[src/rtl/fetch_pkg.sv]
// Shared widths, return-buffer depth and FSM state encoding for the address-fetch block.
package fetch_pkg;
  localparam int DATA_W     = 32;
  localparam int ADDR_W     = 32;
  localparam int FIFO_DEPTH = 4;
  localparam int CNT_W      = $clog2(FIFO_DEPTH) + 1;

  typedef enum logic [1:0] {
    IDLE  = 2'd0,
    RUN   = 2'd1,
    DRAIN = 2'd2,
    DONE  = 2'd3
  } fetch_state_t;
endpackage

[src/rtl/fetch_fifo.sv]
// Return-data buffer: synchronous FIFO, head visible combinationally on pop_data.
// Push when full is accepted only alongside a pop; pop when empty is ignored.
module fetch_fifo
  import fetch_pkg::*;
#(
  parameter int W     = DATA_W,
  parameter int DEPTH = FIFO_DEPTH
) (
  input  logic                   clk,
  input  logic                   rst,
  input  logic                   push,
  input  logic [W-1:0]           push_data,
  input  logic                   pop,
  output logic [W-1:0]           pop_data,
  output logic                   full,
  output logic                   empty,
  output logic [$clog2(DEPTH):0] count
);
  localparam int PW = $clog2(DEPTH);

  logic [W-1:0]  mem [DEPTH];
  logic [PW-1:0] wr_ptr;
  logic [PW-1:0] rd_ptr;
  logic          do_push;
  logic          do_pop;

  assign do_pop   = pop && !empty;
  assign do_push  = push && (!full || do_pop);
  assign full     = (count == (PW+1)'(DEPTH));
  assign empty    = (count == '0);
  assign pop_data = mem[rd_ptr];

  always_ff @(posedge clk) begin
    if (rst) begin
      wr_ptr <= '0;
      rd_ptr <= '0;
      count  <= '0;
    end else begin
      if (do_push) wr_ptr <= wr_ptr + 1'b1;
      if (do_pop)  rd_ptr <= rd_ptr + 1'b1;
      case ({do_push, do_pop})
        2'b10:   count <= count + 1'b1;
        2'b01:   count <= count - 1'b1;
        default: count <= count;
      endcase
    end
  end

  // Storage needs no reset; only the pointers define validity.
  always_ff @(posedge clk) begin
    if (do_push) mem[wr_ptr] <= push_data;
  end
endmodule

[src/rtl/addr_fetch.sv]
// Issues one read per accepted address to a 1-cycle synchronous memory and returns data in order.
// Address intake stalls once buffered + in-flight words reach FIFO_DEPTH; ADDR_FETCH_PERF_EN adds stall_cycles.
module addr_fetch
  import fetch_pkg::*;
(
  input  logic              clk,
  input  logic              rst,
  input  logic              start,
  input  logic [31:0]       num_elems,
  input  logic [ADDR_W-1:0] addr,
  input  logic              addr_valid,
  output logic              addr_ready,
  output logic              mem_en,
  output logic [ADDR_W-1:0] mem_addr,
  input  logic [DATA_W-1:0] mem_rdata,
  output logic [DATA_W-1:0] out_data,
  output logic              out_valid,
  input  logic              out_ready,
  output logic              busy,
  output logic              done
`ifdef ADDR_FETCH_PERF_EN
  ,
  output logic [31:0]       stall_cycles
`endif
);
  fetch_state_t     state;
  fetch_state_t     state_nxt;
  logic [31:0]      num_q;
  logic [31:0]      issued;
  logic             inflight;
  logic             fifo_full;
  logic             fifo_empty;
  logic [CNT_W-1:0] fifo_count;
  logic [CNT_W-1:0] occupancy;
  logic             fifo_pop;
  logic             start_ok;

  assign occupancy = fifo_count + CNT_W'(inflight);
  assign start_ok  = (state == IDLE) && start;

  always_comb begin
    state_nxt  = state;
    addr_ready = 1'b0;
    case (state)
      IDLE:  if (start) state_nxt = (num_elems == '0) ? DONE : RUN;
      RUN: begin
        // Reserve a slot for the word still in flight so a return is never dropped.
        addr_ready = (issued < num_q) && (occupancy < CNT_W'(FIFO_DEPTH)) && !fifo_full;
        if (issued == num_q) state_nxt = DRAIN;
      end
      DRAIN: if (fifo_empty && !inflight) state_nxt = DONE;
      DONE:  state_nxt = IDLE;
      default: state_nxt = IDLE;
    endcase
    if (rst) addr_ready = 1'b0;
  end

  assign mem_en    = addr_valid && addr_ready;
  assign mem_addr  = addr;
  assign out_valid = !fifo_empty && !rst;
  assign fifo_pop  = out_valid && out_ready;
  assign busy      = (state != IDLE) && !rst;
  assign done      = (state == DONE) && !rst;

  always_ff @(posedge clk) begin
    if (rst) begin
      state    <= IDLE;
      num_q    <= '0;
      issued   <= '0;
      inflight <= 1'b0;
    end else begin
      state    <= state_nxt;
      inflight <= mem_en;
      if (start_ok) begin
        num_q  <= num_elems;
        issued <= '0;
      end else if (mem_en) begin
        issued <= issued + 32'd1;
      end
    end
  end

  fetch_fifo #(.W(DATA_W), .DEPTH(FIFO_DEPTH)) u_fifo (
    .clk       (clk),
    .rst       (rst),
    .push      (inflight),
    .push_data (mem_rdata),
    .pop       (fifo_pop),
    .pop_data  (out_data),
    .full      (fifo_full),
    .empty     (fifo_empty),
    .count     (fifo_count)
  );

`ifdef ADDR_FETCH_PERF_EN
  always_ff @(posedge clk) begin
    if (rst || start_ok) begin
      stall_cycles <= '0;
    end else if ((state == RUN) && addr_valid && !addr_ready && (stall_cycles != 32'hFFFF_FFFF)) begin
      stall_cycles <= stall_cycles + 32'd1;
    end
  end
`endif
endmodule

[config.mk]
export PLATFORM = sky130hd
export DESIGN_NAME = addr_fetch
export DESIGN_NICKNAME = d
export VERILOG_FILES = /design/src/rtl/fetch_pkg.sv /design/src/rtl/fetch_fifo.sv /design/src/rtl/addr_fetch.sv
export SDC_FILE = /design/constraint.sdc
export NUM_CORES = 1
export LEC_CHECK = 0
export CORE_MARGIN = 3
export CORE_UTILIZATION = 49
export DETAILED_ROUTE_END_ITERATION = 10
export PLACE_DENSITY = 0.88
export SLEW_MARGIN = 30
export SYNTH_ARGS = -nofsm -noshare
export SYNTH_HDL_FRONTEND = slang
export SYNTH_SLANG_ARGS = --single-unit
export TNS_END_PERCENT = 20
[constraint.sdc]
create_clock -name clk -period 5.4 [get_ports clk]
set_input_delay 1.08 -clock clk [delete_from_list [all_inputs] [get_ports clk]]
set_output_delay 1.08 -clock clk [all_outputs]
set_load 0.02 [all_outputs]
* Yosys cells after proc, flatten, opt, wreduce, memory -nomap -nowiden
Memory sizes are Yosys's and may differ from the RTL's. A register that Yosys moved wholly into a read port is not among the register bits.
Cells that the tools add are included.
** Cells by class
- Reduce and logical (&&, ||, !) cells :: 23
- Mux-type cells :: 12
- Magnitude comparators :: 2
- Equality and inequality tests :: 10
- Add/sub/neg operators :: 6
** Operator list (count)
- $add 32x1->32 const B :: 1
- $eq 32x32->1 :: 1
- $logic_not 32->1 :: 1
- $lt 32x32->1 :: 1
- $mux 2 :: 6
- $logic_and 1x1->1 :: 11
- $pmux 2 s4 :: 1
- $eq 2x2->1 const B :: 3
- $ne 2x2->1 const B :: 3
- $pmux 3 s2 :: 1
- $add 2x1->2 const B :: 2
- $eq 2x1->1 const B :: 2
- $logic_not 1->1 :: 4
- $mux 1 :: 4
- $reduce_bool 2->1 :: 2
- $add 3x1->3 :: 1
- $add 3x1->3 const B :: 1
- $eq 3x3->1 const B :: 1
- $logic_not 3->1 :: 1
- $lt 3x3->1 const B :: 1
- $reduce_and 3->1 :: 1
- $sub 3x1->3 const B :: 1
- $logic_not 2->1 :: 1
- $reduce_or 2->1 :: 1
- $logic_or 1x1->1 :: 1
** Word-level totals
- Memory bits (writable) :: 128
- Word-level logic and storage cells :: 61
- Memories kept :: 1
- Input port bits :: 101
- Register bits after elaboration :: 74
- Output and inout bits :: 69
** Memories
- u_fifo.mem :: depth 4, width 32, read ports 1, clocked after Yosys merged registers in 1, wr ports 1, line fetch_fifo.sv:21 : logic [W-1:0] mem [DEPTH];

* Longest topological paths before layout
Gate-level depths: netlist (run 1).
- Depth after elaboration :: 9
- Mapped depth :: 10
- Depth with buffers taken out :: 10

* Hierarchy
A second synthesis (run 1) with hierarchy kept.
** Unflattened totals
- Cell total of the unflattened synthesis :: 754
- Area total of the unflattened synthesis :: 9240.1 um^2
** Modules (own cells, without submodules)
- fetch_fifo :: cells each 226, area each 5141.2 um^2, times used 1, sequential area each 4023.9 um^2
- addr_fetch :: cells each 528, area each 4098.9 um^2, times used 1, sequential area each 1341.3 um^2

* Least setup slack after synthesis (run 1)
OpenSTA, ideal clock, no wires.
- Kind :: input-to-output
- Start :: in rst
- End :: out mem_en
- Stages :: 7
- Arrival time :: 2.218 ns
- Buffers on the path :: 0
- Setup slack :: 2.102 ns
- Path through :: nor3b_1 -> o21ai_1 -> nor2_1 -> o211a_2 -> o21ai_2 -> inv_2 -> and2_1
** On the way
- Cells in the longest elaborated chain, start to end :: 2
** RTL lines
- from (decl) :: line addr_fetch.sv:7 : input logic rst,
- $mux 1 :: line addr_fetch.sv:55 : if (rst) addr_ready = 1'b0;
- net addr_ready :: line addr_fetch.sv:12 : output logic addr_ready,
- $logic_and 1x1->1 :: line addr_fetch.sv:58 : assign mem_en = addr_valid && addr_ready;
- to (decl) :: line addr_fetch.sv:13 : output logic mem_en,
The timed path passes the listed nets, and every way through them passes these cells.

* Worst setup path after layout (run 1)
- Start :: reg num_q[14]
- End :: out mem_en
** On the way
- Cells in the longest elaborated chain, start to end :: 6
** RTL lines
- from (decl) :: line addr_fetch.sv:28 : logic [31:0] num_q;
- from (signal assigned) :: line addr_fetch.sv:75 : num_q <= num_elems;
- $lt 32x32->1 :: line addr_fetch.sv:48 : addr_ready = (issued < num_q) && (occupancy < CNT_W'(FIFO_DEPTH)) && !fifo_full;
- $logic_and 1x1->1 (2 in a row) :: line addr_fetch.sv:48
- $mux 1 :: line addr_fetch.sv:44 : case (state)
- $mux 1 :: line addr_fetch.sv:55
- $logic_and 1x1->1 :: line addr_fetch.sv:58
No other way between the ends.

==> results.txt, run 1 <==
CTS clock-pin slew for the worst setup and hold paths -> 0.06 ns
final hold slack -> 0.452 ns
Hold WC Path Type -> register to register
TritonCTS Buffers -> 21
Remaining DRCs -> 0
worst-margin pin slew -> 0.917 ns
Iteration-0 DRC Markers -> 491
WP buf/inv -> 3
Hold Fails Final Rpt -> 0
Distinct cells, synth -> 55
Synth area leader -> edfxtp_1
post-synthesis net count -> 886
VDD IR-drop max -> 296 uV
area share of the largest cell type after synthesis -> 0.420
reg2reg setup slack -> 2.41 ns
CTS tree -> yes
number of I/O pins -> 170
Max Root-Sink Buffers -> 3
Most used DFF post-synth -> edfxtp_1
setup bufs post-CTS -> 0
initial antenna violation count -> 0
RePlAce Congestion -> 0.877
mapped cell area -> 0.00915 mm^2
IO Port Bufs -> 105
number of max-cap violations -> 0
cts repair resizes -> 0
Slew Limit Headroom -> 0.388
fin crit period -> 4.56 ns
first-pass GRT wire length -> 30.4 mm
Syn. warnings -> 0
setup_tns -> 0 ns
1st-pass router iterations -> 5
Post-synth ARST share -> 0
half-perimeter wire length after placement -> 13.1 mm
Core ar. -> 0.0181 mm^2
Pleak -> 3.62 nW
Total GRT Usage -> 0.184
die area -> 0.0203 mm^2
Initial Util -> 0.504
top cells by area, synth -> edfxtp_1 (42%), dfxtp_1 (17%), mux4_2 (7.9%)
Die Y -> 143 um
fin crit share -> 0.844
number of synthesized register bits -> 204
ANT cells -> 0
crit start category -> register
via count -> 6019
number of synthesized flops with an enable pin -> 128
final setup fails -> 0
Pwr Density -> 365 mW/mm^2
CP max stage delay -> 0.54 ns
status -> complete, no violations
most common cell after layout, fill and taps aside -> edfxtp_1
Layout Nets -> 965
Clock Tree Root -> clkbuf_16
Final Max Slew Viols -> 0
fraction of layout cells with a size suffix above 1 -> 0.103
largest net degree at the start of global routing -> 49
worst path cell trace -> inv_1 > ha_1 > nand4_1 > or3_1 > a21o_1 > o211a_4 > o21ai_2 > inv_2 > and2_1 > clkdlybuf4s50_1
Non-Filler Instances -> 1066
H-tree depth -> 1
worst skew pair latency -> 0.49 ns
fmax -> 219 MHz
Post-Syn Instances -> 743
CP endpoint kind -> output port
number of global-route vias before repair -> 6107
register area share after synthesis -> 0.587
commonest cells after routing, fill and taps aside -> edfxtp_1 (128), clkdlybuf4s50_1 (105), nand2_1 (90)
Area Growth Syn to Fin -> 18.9%
crit-path leading delay family -> simple AND/OR/NAND/NOR gates
Crit-path slowest cell -> clkdlybuf4s50_1
die width -> 143 um
placed insts -> 1028
hold_buf cts -> 0
maximum fanout along the worst path -> 8
Overflow after GRT -> 0
Setup Crit Path Kind -> register to output port
WL/cell -> 17.7 um
Clock Sink Count -> 204
final wirelength -> 18.9 mm
Mapped Avg Cell Area -> 12.3 um^2
WP data required -> 4.32 ns
RSZ-0062 raised after global routing -> no
crit path DAT -> 3.48 ns
post-route antenna net violation count -> 0
Via-to-Cell Ratio -> 5.65
FP Rows -> 49
Setup Skew -> 0.0270 ns
metal layers:
metal	GRT usage	part of all wire
met1	0.227	0.41
met2	0.330	0.50
met3	0.0405	0.065
met4	0.0445	0.019
met5	0	0
cell type report:
class	count	area, um^2
clock inverter	15	129
timing repair buffer	114	1120
sequential	204	5370
tap	229	287
clock buffer	23	533
inverter	52	195
multi-input combinational	429	3250
fill	1398	7270
per-stage QoR:
step	power, mW	util	instance area, um^2	setup WS [ns]
floorplan	2.36	-	9150	2.10
global placement	2.60	0.563	10200	1.03
detailed placement	2.62	0.563	10200	1.01
CTS	4.01	0.599	10900	0.870
global route	4.16	0.599	10900	0.705
finish	3.97	0.599	10900	0.843
cells in the mapped netlist, types with 2 or more instances:
cell type  number
a21oi_1        68
dfxtp_1        76
or4_1          12
o2111ai_1       2
buf_2           2
nor4_1         10
xor2_1          2
nand2b_1        3
nand4_1        17
o211ai_1        4
a211oi_1        2
xnor2_1        11
nand2_1        90
and3_1          4
o21ai_1         7
buf_1           7
or2_1           2
mux4_2         32
ha_1           41
inv_2           2
inv_1          50
a221oi_2        2
or3_1          12
clkbuf_1       17
nand3_1        16
o21ai_0        14
nor3_1          7
and4_1          2
buf_4          32
edfxtp_1      128
nor2b_1         2
and2_1         11
o31ai_1         8
nor2_1         26
a2111oi_0       2
sequential cells by signal (all words and copies together) (netlist names), named ones only:
signal	flops
inflight	1
u_fifo.rd_ptr	2
issued	32
u_fifo.wr_ptr	2
u_fifo.count	3
num_q	32
state	2
u_fifo.mem	128
report_power, final:
group	total [mW]	internal (mW)	switching, mW
combinational	0.796	0.343	0.452
sequential	1.80	1.74	0.0548
clock	1.37	0.809	0.565
total	3.97	2.89	1.07
cells by family after synthesis:
| kind of cell | after synthesis | share of synthesized area |
|---|---|---|
| buffers and inverters | 110 | 0.0585 |
| AOI/OAI and AO/OA | 119 | 0.0800 |
| DFF | 204 | 0.587 |
| muxes | 33 | 0.0799 |
| adders and majority gates | 42 | 0.0583 |
| and+or+nand+nor | 222 | 0.124 |
| xor gates and xnor gates | 13 | 0.0124 |
worst paths after layout:
check,start,endpoint,cells after the start
setup / recovery,num_q[14],mem_en,10
hold / removal,num_q[5],num_q[5],2
setup reg to reg,num_q[14],issued[30],9
hold reg to reg,num_q[5],num_q[5],2
tightest hold or removal path, stage by stage (launching register included):
cell and delay [ns]:
dfxtp_1 0.31, nand2_1 0.05, a21oi_1 0.05
No activity file was read; power rests on OpenSTA's default activity.
==> run 2: changes to the inputs <==
==> constraint.sdc (replaced) <==
create_clock -name clk -period 4.6 [get_ports clk]
set_input_delay 0.92 -clock clk [delete_from_list [all_inputs] [get_ports clk]]
set_output_delay 0.92 -clock clk [all_outputs]
set_load 0.02 [all_outputs]
==> results.txt, run 2 (synthesis results as in run 1) <==
status -> complete, no violations
Total GRT Usage -> 0.186 (+0.00214)
CTS tree -> yes
setup_tns -> 0 ns (unchanged)
die width -> 143 um (unchanged)
commonest cells after routing, fill and taps aside -> edfxtp_1 (128), clkdlybuf4s50_1 (105), nand2_1 (90)
Reg power frac -> 0.434 (-0.019)
die area -> 0.0203 mm^2 (unchanged)
Max Root-Sink Buffers -> 3 (unchanged)
largest register by flop count -> u_fifo.mem
fmax -> 232 MHz
internal power -> 3.55 mW (+23%)
fin area -> 0.0110 mm^2 (+0.84%)
worst-margin pin slew -> 0.887 ns (-0.0296 ns)
final hold slack -> 0.453 ns (+0.000392 ns)
Area Growth Syn to Fin -> 19.9%
half-perimeter wire length after placement -> 12.9 mm (-1.5%)
fin crit share -> 0.939
WP data required -> 3.68 ns (-0.64 ns)
Largest register FFs -> 128 (unchanged)
Core ar. -> 0.0181 mm^2 (unchanged)
crit path DAT -> 3.40 ns (-0.08 ns)
Die Y -> 143 um (unchanged)
Clock Tree Root -> clkbuf_16
ANT cells -> 0 (unchanged)
post-route antenna net violation count -> 0 (unchanged)
initial antenna violation count -> 0 (unchanged)
Initial Util -> 0.504 (unchanged)
maximum fanout along the worst path -> 8 (unchanged)
TritonCTS Buffers -> 22 (+4.8%)
first-pass GRT wire length -> 30.7 mm (+0.95%)
worst skew pair latency -> 0.50 ns (about the same)
H-tree depth -> 1 (unchanged)
Setup Skew -> 0.0202 ns (-0.00678 ns)
CTS clock-pin slew for the worst setup and hold paths -> 0.05 ns (about the same)
Pleak -> 3.67 nW (+1.3%)
clock share of power -> 0.370 (+0.024)
Clock Sink Count -> 204 (unchanged)
top flop regs -> u_fifo.mem: 128 flops, issued: 32 flops, num_q: 32 flops
number of I/O pins -> 170 (unchanged)
Remaining DRCs -> 0 (unchanged)
1st-pass router iterations -> 5 (unchanged)
switch share -> 0.265 (-0.00526)
RSZ-0062 raised after global routing -> no
cts repair resizes -> 0 (unchanged)
setup bufs post-CTS -> 0 (unchanged)
Setup Crit Path Kind -> register to output port
CP endpoint kind -> output port
most common cell after layout, fill and taps aside -> edfxtp_1
fraction of layout cells with a size suffix above 1 -> 0.108 (+0.00571)
Layout Nets -> 967 (+0.21%)
largest net degree at the start of global routing -> 49 (unchanged)
hold_buf cts -> 0 (unchanged)
combinational share of power -> 0.196 (-0.005)
Via-to-Cell Ratio -> 5.70 (+0.91%)
VDD IR-drop max -> 412 uV (+39%)
FP Rows -> 49 (unchanged)
Hold Fails Final Rpt -> 0 (unchanged)
WL/cell -> 17.8 um (+0.19%)
net switching power -> 1.28 mW (+19%)
IO Port Bufs -> 105 (unchanged)
crit start category -> register
Iteration-0 DRC Markers -> 439 (-11%)
via count -> 6085 (+1.1%)
Hold WC Path Type -> register to register
fin crit period -> 4.32 ns
number of global-route vias before repair -> 6171 (+1.0%)
Util after Layout -> 0.604 (+0.00503)
Pwr Density -> 440 mW/mm^2 (+21%)
final wirelength -> 19.0 mm (+0.38%)
Final Max Slew Viols -> 0 (unchanged)
placed inst area -> 0.0102 mm^2 (about the same)
RePlAce Congestion -> 0.865 (-1.4%)
final setup fails -> 0 (unchanged)
Slew Limit Headroom -> 0.408 (+0.0198)
number of max-cap violations -> 0 (unchanged)
Overflow after GRT -> 0 (unchanged)
-- run 2: cell type report --
cell class                      count  area, um^2
Tap cell                          229         287
Sequential cell                   204        5370
Multi-Input combinational cell    429        3250
Fill cell                        1386        7180
Timing Repair Buffer              115        1130
Clock inverter                      9         136
Clock buffer                       30         611
Inverter                           52         195
-- run 2: power by group through the flow --
stage                     clock network, mW  logic (mW)  registers (mW)
after floorplan                           0       0.654            2.12
after global placement                    0       0.921            2.13
after detailed placement                  0       0.949            2.14
after CTS                              1.82       0.955            2.10
after global routing                   1.89        1.04            2.11
final                                  1.78       0.948            2.10
-- run 2: per-layer routing --
metal  vias to the layer above  wire length [um]  track usage
li1                       2866                 -            -
met1                      2985              7900        0.238
met2                       204              9390        0.327
met3                        30              1240       0.0352
met4                         0               473       0.0485
met5                         -                 0            0
-- run 2: worst max-delay path: stages, from the launching register on --
cell	delay, ns
dfxtp_1	0.34
inv_1	0.05
ha_1	0.29
nand4_1	0.21
or3_1	0.40
a21o_1	0.22
o211a_4	0.17
o21ai_2	0.29
inv_2	0.18
and2_1	0.22
clkdlybuf4s50_1	0.55
-- run 2: worst paths after layout --
check / slack, ns / from / endpoint / cells past startpoint
worst max-delay path: 0.28 / num_q[13] / mem_en / 10
worst min-delay path: 0.45 / num_q[16] / num_q[16] / 2
worst max register to register: 1.71 / issued[5] / issued[19] / 8
worst min register to register: 0.45 / num_q[16] / num_q[16] / 2
-- run 2: metrics by stage --
| stage | worst slack [ns] | power [mW] | cells |
|---|---|---|---|
| after global placement | 0.537 | 3.05 | 1029 |
| after global routing | 0.113 | 5.05 | 1068 |
| after CTS | 0.271 | 4.88 | 1068 |
| final | 0.283 | 4.83 | 1068 |
| after floorplan | 1.54 | 2.78 | 743 |
| after detailed placement | 0.484 | 3.09 | 1029 |
